[src/rtl/pomo_session_sched.sv]
`default_nettype none
// ============================================================================
//  Module      : pomo_session_sched
//  Description : Pomodoro phase sequencer (work / short / long break) driving
//                the countdown engine load/run and the alarm. Optional build
//                macro AUTO_ADVANCE_EN starts the next period after an alarm.
//  Revision    : 1.0  initial release
// ============================================================================
module pomo_session_sched #(
    parameter int WORK_MIN   = 25,
    parameter int SHORT_MIN  = 5,
    parameter int LONG_MIN   = 15,
    parameter int LONG_EVERY = 4,
    parameter int ALARM_CLKS = 12000000
) (
    input  logic       clk,
    input  logic       rst_n,
    input  logic       btn_start,
    input  logic       btn_skip,
    input  logic       tmr_done,
    output logic       tmr_load,
    output logic [7:0] tmr_minutes,
    output logic       tmr_run,
    output logic [1:0] phase,
    output logic       alarm,
    output logic [7:0] pomo_count
);

    localparam int AW = $clog2(ALARM_CLKS + 1);
    localparam int SW = $clog2(LONG_EVERY + 1);

    localparam logic [AW-1:0] ALARM_LAST = AW'(ALARM_CLKS - 1);
    localparam logic [SW-1:0] SET_FULL   = SW'(LONG_EVERY);
    localparam logic [7:0]    WORK_LEN   = 8'(WORK_MIN);
    localparam logic [7:0]    SHORT_LEN  = 8'(SHORT_MIN);
    localparam logic [7:0]    LONG_LEN   = 8'(LONG_MIN);

    typedef enum logic [2:0] {
        S_LOAD  = 3'd0,
        S_IDLE  = 3'd1,
        S_RUN   = 3'd2,
        S_PAUSE = 3'd3,
        S_ALARM = 3'd4,
        S_NEXT  = 3'd5
    } state_t;

    typedef enum logic [1:0] {
        PH_WORK  = 2'd0,
        PH_SHORT = 2'd1,
        PH_LONG  = 2'd2
    } phase_t;

    state_t          state,       state_nxt;
    phase_t          phase_q,     phase_nxt;
    logic [7:0]      minutes_nxt;
    logic [7:0]      pomo_nxt;
    logic [SW-1:0]   set_idx,     set_idx_nxt;
    logic [AW-1:0]   alarm_cnt,   alarm_cnt_nxt;
    logic            load_nxt;
    logic            run_nxt;
    logic            alarm_nxt;
`ifdef AUTO_ADVANCE_EN
    logic            from_alarm,  from_alarm_nxt;
`endif

    assign phase = phase_q;

    always_ff @(posedge clk) begin
        if (!rst_n) begin
            state       <= S_LOAD;
            phase_q     <= PH_WORK;
            tmr_minutes <= WORK_LEN;
            set_idx     <= '0;
            pomo_count  <= 8'd0;
            alarm_cnt   <= '0;
            tmr_load    <= 1'b0;
            tmr_run     <= 1'b0;
            alarm       <= 1'b0;
`ifdef AUTO_ADVANCE_EN
            from_alarm  <= 1'b0;
`endif
        end else begin
            state       <= state_nxt;
            phase_q     <= phase_nxt;
            tmr_minutes <= minutes_nxt;
            set_idx     <= set_idx_nxt;
            pomo_count  <= pomo_nxt;
            alarm_cnt   <= alarm_cnt_nxt;
            tmr_load    <= load_nxt;
            tmr_run     <= run_nxt;
            alarm       <= alarm_nxt;
`ifdef AUTO_ADVANCE_EN
            from_alarm  <= from_alarm_nxt;
`endif
        end
    end

    always_comb begin
        state_nxt      = state;
        phase_nxt      = phase_q;
        minutes_nxt    = tmr_minutes;
        set_idx_nxt    = set_idx;
        pomo_nxt       = pomo_count;
        alarm_cnt_nxt  = alarm_cnt;
`ifdef AUTO_ADVANCE_EN
        from_alarm_nxt = from_alarm;
`endif

        case (state)
            // LOAD is held one extra cycle after reset so the pulse is issued
            // on the first clock with rst_n high; entered from NEXT the pulse
            // is already up and LOAD lasts exactly one cycle.
            S_LOAD: begin
                if (tmr_load) begin
`ifdef AUTO_ADVANCE_EN
                    state_nxt      = from_alarm ? S_RUN : S_IDLE;
                    from_alarm_nxt = 1'b0;
`else
                    state_nxt      = S_IDLE;
`endif
                end
            end
            S_IDLE: begin
                if (btn_skip) begin
                    state_nxt = S_NEXT;
                end else if (btn_start) begin
                    state_nxt = S_RUN;
                end
            end
            S_RUN: begin
                if (tmr_done) begin
                    state_nxt     = S_ALARM;
                    alarm_cnt_nxt = '0;
                    if (phase_q == PH_WORK) begin
                        pomo_nxt    = pomo_count + 8'd1;
                        set_idx_nxt = set_idx + 1'b1;
                    end
                end else if (btn_skip) begin
                    state_nxt = S_NEXT;
                end else if (btn_start) begin
                    state_nxt = S_PAUSE;
                end
            end
            S_PAUSE: begin
                if (btn_skip) begin
                    state_nxt = S_NEXT;
                end else if (btn_start) begin
                    state_nxt = S_RUN;
                end
            end
            S_ALARM: begin
                if (btn_start || (alarm_cnt == ALARM_LAST)) begin
                    state_nxt      = S_NEXT;
`ifdef AUTO_ADVANCE_EN
                    from_alarm_nxt = 1'b1;
`endif
                end else begin
                    alarm_cnt_nxt = alarm_cnt + 1'b1;
                end
            end
            S_NEXT: begin
                state_nxt = S_LOAD;
                if (phase_q == PH_WORK) begin
                    if (set_idx == SET_FULL) begin
                        phase_nxt   = PH_LONG;
                        minutes_nxt = LONG_LEN;
                        set_idx_nxt = '0;
                    end else begin
                        phase_nxt   = PH_SHORT;
                        minutes_nxt = SHORT_LEN;
                    end
                end else begin
                    phase_nxt   = PH_WORK;
                    minutes_nxt = WORK_LEN;
                end
            end
            default: begin
                state_nxt      = S_LOAD;
                phase_nxt      = PH_WORK;
                minutes_nxt    = WORK_LEN;
                set_idx_nxt    = '0;
                pomo_nxt       = 8'd0;
                alarm_cnt_nxt  = '0;
`ifdef AUTO_ADVANCE_EN
                from_alarm_nxt = 1'b0;
`endif
            end
        endcase

        load_nxt  = (state_nxt == S_LOAD) && !((state == S_LOAD) && tmr_load);
        run_nxt   = (state_nxt == S_RUN);
        alarm_nxt = (state_nxt == S_ALARM);
    end

endmodule
`default_nettype wire

[config.mk]
export PLATFORM = sky130hd
export DESIGN_NAME = pomo_session_sched
export DESIGN_NICKNAME = d
export VERILOG_FILES = /design/src/rtl/pomo_session_sched.sv
export SDC_FILE = /design/constraint.sdc
export NUM_CORES = 1
export LEC_CHECK = 0
export BUFFER_PORTS_ARGS = -buffer_cell sky130_fd_sc_hd__buf_2
export CAP_MARGIN = 20
export CORE_ASPECT_RATIO = 1.4
export CORE_UTILIZATION = 40
export DETAILED_ROUTE_END_ITERATION = 8
export PLACE_DENSITY_LB_ADDON = 0.3
export SLEW_MARGIN = 20
export SYNTH_ARGS = -nofsm -noshare
export SYNTH_HDL_FRONTEND = slang
export SYNTH_SLANG_ARGS = --single-unit
[constraint.sdc]
create_clock -name clk -period 2.5 [get_ports clk]
set_input_delay 0.5 -clock clk [delete_from_list [all_inputs] [get_ports clk]]
set_output_delay 0.5 -clock clk [all_outputs]
set_load 0.01 [all_outputs]
# After elaboration in Yosys (flattened, before gate mapping)

Index checks and enable logic that the tools add are counted.
Widths: inputs -> output; s select.

Bits in writable memories: 0
Latch bits: 0
ROM bits: 0
Memories: 0
Output and inout port bits: 21
Word-level logic and storage cells: 69
Flip-flop bits (word level): 51
Input bits: 5

Bitwise operators: 3
$lt $le $gt $ge: 0
Muxes and demuxes: 25
Equality and inequality tests: 14
Reductions and logical operators: 15
Add/sub/neg operators: 3
Multipliers: 0
Shift operators: 0
Div/mod/pow operators: 0

Operators with widths:

| operator              | number |
|---|---|
| $pmux 24 s3           | 1 |
| $mux 24               | 2 |
| $mux 3                | 11 |
| $pmux 8 s2            | 2 |
| $add 24x1->24 const B | 1 |
| $eq 24x24->1 const B  | 1 |
| $mux 8                | 3 |
| $eq 3x3->1 const B    | 4 |
| $pmux 3 s4            | 1 |
| $ne 2x2->1 const B    | 5 |
| $reduce_or 5->1       | 2 |
| $eq 3x2->1 const B    | 3 |
| $pmux 3 s3            | 1 |
| $add 8x1->8 const B   | 1 |
| $reduce_or 4->1       | 2 |
| $logic_not 3->1       | 2 |
| $reduce_and 3->1      | 2 |
| $reduce_and 5->1      | 1 |
| $mux 2                | 2 |
| $mux 4                | 1 |
| $pmux 2 s2            | 1 |
| $add 3x1->3 const B   | 1 |
| $eq 3x1->1 const B    | 1 |
| $not 1->1             | 3 |
| 5 further kinds       | 6 |

# Logic depth before layout (Yosys ltp)

Depth in word-level cells: 6
Gate-level depth with buffers: 8
Mapped depth without buffers: 6

# Worst setup path before layout

Ideal clock, no wire load.

Path type: input to register
Start point: in tmr_done
End point: reg alarm_cnt[3]
Stages on the path: 6
Arrival time: 1.959 ns
Setup time: 0.071 ns
Path slack: 0.471 ns
Data required time: 2.429 ns
Path buffers: 1
Path through: nor2b_1 o21a_1 nor2_1 buf_2 or4_2 a21oi_2

Longest elaborated chain between the ends: 2

RTL lines:

| element                           | RTL line | text |
|---|---|---|
| from (decl)                       | 20       | `input logic tmr_done,` |
| $ne 2x2->1 (no source line)       | --       |  |
| $reduce_and 3->1 (no source line) | --       |  |
| to (signal assigned)              | 88       | `alarm_cnt <= alarm_cnt_nxt;` |
| to (decl)                         | 58       | `logic [AW-1:0] alarm_cnt, alarm_cnt_nxt;` |

Every way passes these cells.
A chain may end at the register's enable or synchronous reset.

# Worst setup path after layout

Start point: reg alarm_cnt[0]
End point: reg alarm_cnt[14]

Longest elaborated chain between the ends: 4
Elaborated cells on any way between the ends: 7
Classes of those cells: add/sub (1); eq/ne (2); mux (2); reduce/logical (2)

RTL lines:

| element |
|---|
| parallel branches: the longest is 4 deep, another holds $add 24x1->24 |

Parallel ways; which one is timed is not known. The select of a mux whose other input is x is not followed.

==> results.py <==
metrics = {
    "status": {
        "status": "complete, no violations",
    },
    "place": {
        "place_congestion": 0.783,
        "dp_hpwl_um": 3760,
        "io_buffers": 21,
        "dp_slack_ps": 345,
    },
    "critical_path": {
        "crit_fanout": 19,
        "cp_top_family": "simple AND/OR/NAND/NOR gates",
        "path_class": "reg2reg",
        "crit_path_start_kind": "flop",
        "crit_buf_inv": 1,
        "slowest_delay_ps": 660,
        "crit_slowest_cell": "or4_2",
        "critical_path.cell_chain": "ha_1 -> and4_1 -> nand4_1 -> nor4_4 -> buf_4 -> or4_2 -> a21oi_2",
        "crit_arrival_ps": 2420,
        "critPathRequiredTime_ps": 2740,
        "cp-end-kind": "flop",
    },
    "die": {
        "core_area_mm2": 0.00586,
        "die_x_um": 67.9,
        "fp-row-count": 33,
        "ioPinCount": 26,
        "start_util": 0.414,
        "dieArea_mm2": 0.00639,
        "fp.dieH_um": 94.2,
    },
    "timing": {
        "fmax_mhz": 459,
        "rsz0062_at_grt": "no",
        "setup_viol": 0,
        "hold_viol": 0,
        "tightestPinTransition_ps": 704,
        "finalMaxSlewViolations": 0,
        "relSlewSlack": 0.529,
        "finalCritPeriodShare": 0.872,
        "min_period_ps": 2180,
        "tns_ps": 0,
        "setup_ws_ps": 321,
        "clock-skew-final_ps": 4.59,
    },
    "flow_run": {
        "drv_cap": 0,
    },
    "global_routing": {
        "grt_usage": 0.177,
        "grt_pass1_vias": 1913,
        "grt-ovfl-total": 0,
        "grt_max_degree": 21,
        "grt_antenna_before_repair": 0,
        "grt_pass1_wl_um": 8740,
    },
    "clock_network": {
        "cts-root-buf": "clkbuf_8",
        "cts_tree": "done",
        "holdBufCountCts": 0,
        "numCtsBuffers": 5,
        "clock_sinks": 46,
        "clkTransAtPathRegs_ps": 90,
        "ctsResizeCount": 0,
        "htreeDepth": 2,
        "clk_latency_ps": 300,
        "clockBufferDepth": 2,
        "cts_setup_buffers": 0,
    },
    "synth": {
        "postSynth.asyncResetShare": 0,
        "yosysTopAreaCellShare": 0.379,
        "avgSynthCellArea_um2": 8.84,
        "yosysTopAreaCell": "dfxtp_1",
        "synth_edf_count": 0,
        "netlist_instances": 275,
        "yosysWarnings": 0,
        "yosys-top-cells-area": "dfxtp_1 (38%), nor2_1 (4.8%), a21oi_2 (3.2%), nand2_1 (3.2%), xor2_1 (3.2%)",
        "ys_ff_latch": 46,
        "synth_flop_cell": "dfxtp_1",
        "ys_seq_area_frac": 0.379,
        "synth_area_mm2": 0.00243,
        "synth_cell_type_count": 59,
    },
    "cells_and_area": {
        "final_cell_mix": "dfxtp_1 (46), nor2_1 (31), nand2_1 (21), buf_2 (21), nand3_1 (13)",
        "fin_util": 0.465,
        "area_growth_pct": 12.3,
        "n_antenna_cell": 0,
        "mostFrequentLayoutCell": "dfxtp_1",
        "ff_latch_area_um2": 921,
        "nFillCells": 583,
        "multiInputGateArea_mm2": 0.00140,
        "drive_above_1_share": 0.231,
        "nNetsFinal": 311,
    },
    "worst_hold_path": {
        "hold_class": "reg2reg",
    },
    "detailed_routing": {
        "num_vias": 2095,
        "wl_um": 5090,
        "first_pass_iters": 4,
        "viasPerCell": 5.62,
        "wl_per_cell_um": 13.6,
        "first_iter_violations": 98,
        "ant_nets": 0,
        "remaining_drc_errors": 0,
    },
    "power": {
        "p_leak_nw": 0.953,
        "powerDensity_mw_per_mm2": 583,
        "ir_worst_vdd_uv": 277,
    },
}
## routing by layer
metal  part of all wire  global-route usage
met1               0.44               0.208
met3              0.026              0.0328
met5                  0                   0
met4              0.015              0.0521
met2               0.51               0.314
## path summary, 6_finish.rpt
check	from	endpoint	slack, ps	cells past startpoint
hold reg to reg	tmr_minutes[4]	tmr_minutes[4]	460	1
setup / recovery	alarm_cnt[0]	alarm_cnt[14]	320	7
setup reg to reg	alarm_cnt[0]	alarm_cnt[14]	320	7
hold / removal	tmr_minutes[4]	tmr_minutes[4]	460	1
## cells in the mapped netlist (6+ instances only)
library cell  count
dfxtp_1          46
nor2_1           31
nand2_1          21
nand3_1          13
o21ai_0          11
a21oi_2           9
nand4_1           9
xor2_1            9
or4_2             8
xnor2_1           8
o31ai_1           7
clkbuf_1          6
## kinds of logic after synthesis
group	Yosys count	synth area share
other	2	0.00309
xor gates and xnor gates	17	0.0613
muxes	3	0.0124
buffers and inverters	18	0.0463
DFF	46	0.379
AOI/OAI and AO/OA	61	0.183
adders and majority gates	4	0.0206
and+or+nand+nor	124	0.294
## power by group
part           switching [W]  internal, W
registers          0.0000304     0.000760
clock network       0.000258     0.000299
logic               0.000143     0.000102
total               0.000431      0.00116
## sequential cells by signal (all words and copies together), names as in the netlist
register and count:
alarm_cnt 24, pomo_count 8, tmr_minutes 4, set_idx 3, state 3, alarm 1, phase 1, tmr_load 1
tmr_run 1
## final cells by class
| class | instances | share of cell area |
|---|---|---|
| multi-input combinational | 213 | 0.514 |
| timing repair buffer | 33 | 0.0715 |
| tap | 70 | 0.0321 |
| inverter | 3 | 0.00413 |
| clock buffer | 6 | 0.0266 |
| clock inverter | 2 | 0.0138 |
| sequential | 46 | 0.337 |
## stage by stage
| stage | cells | area (um^2) | hold WS (ps) | total power, W |
|---|---|---|---|---|
| after global routing | 373 | 2730 | 490 | 0.00166 |
| after CTS | 373 | 2730 | 462 | 0.00160 |
| final | 373 | 2730 | 456 | 0.00159 |
| after floorplan | 277 | 2440 | 458 | 0.000979 |
| after global placement | 365 | 2620 | 438 | 0.00105 |
| after detailed placement | 365 | 2620 | 440 | 0.00105 |
No activity file was read; power rests on OpenSTA's default activity.
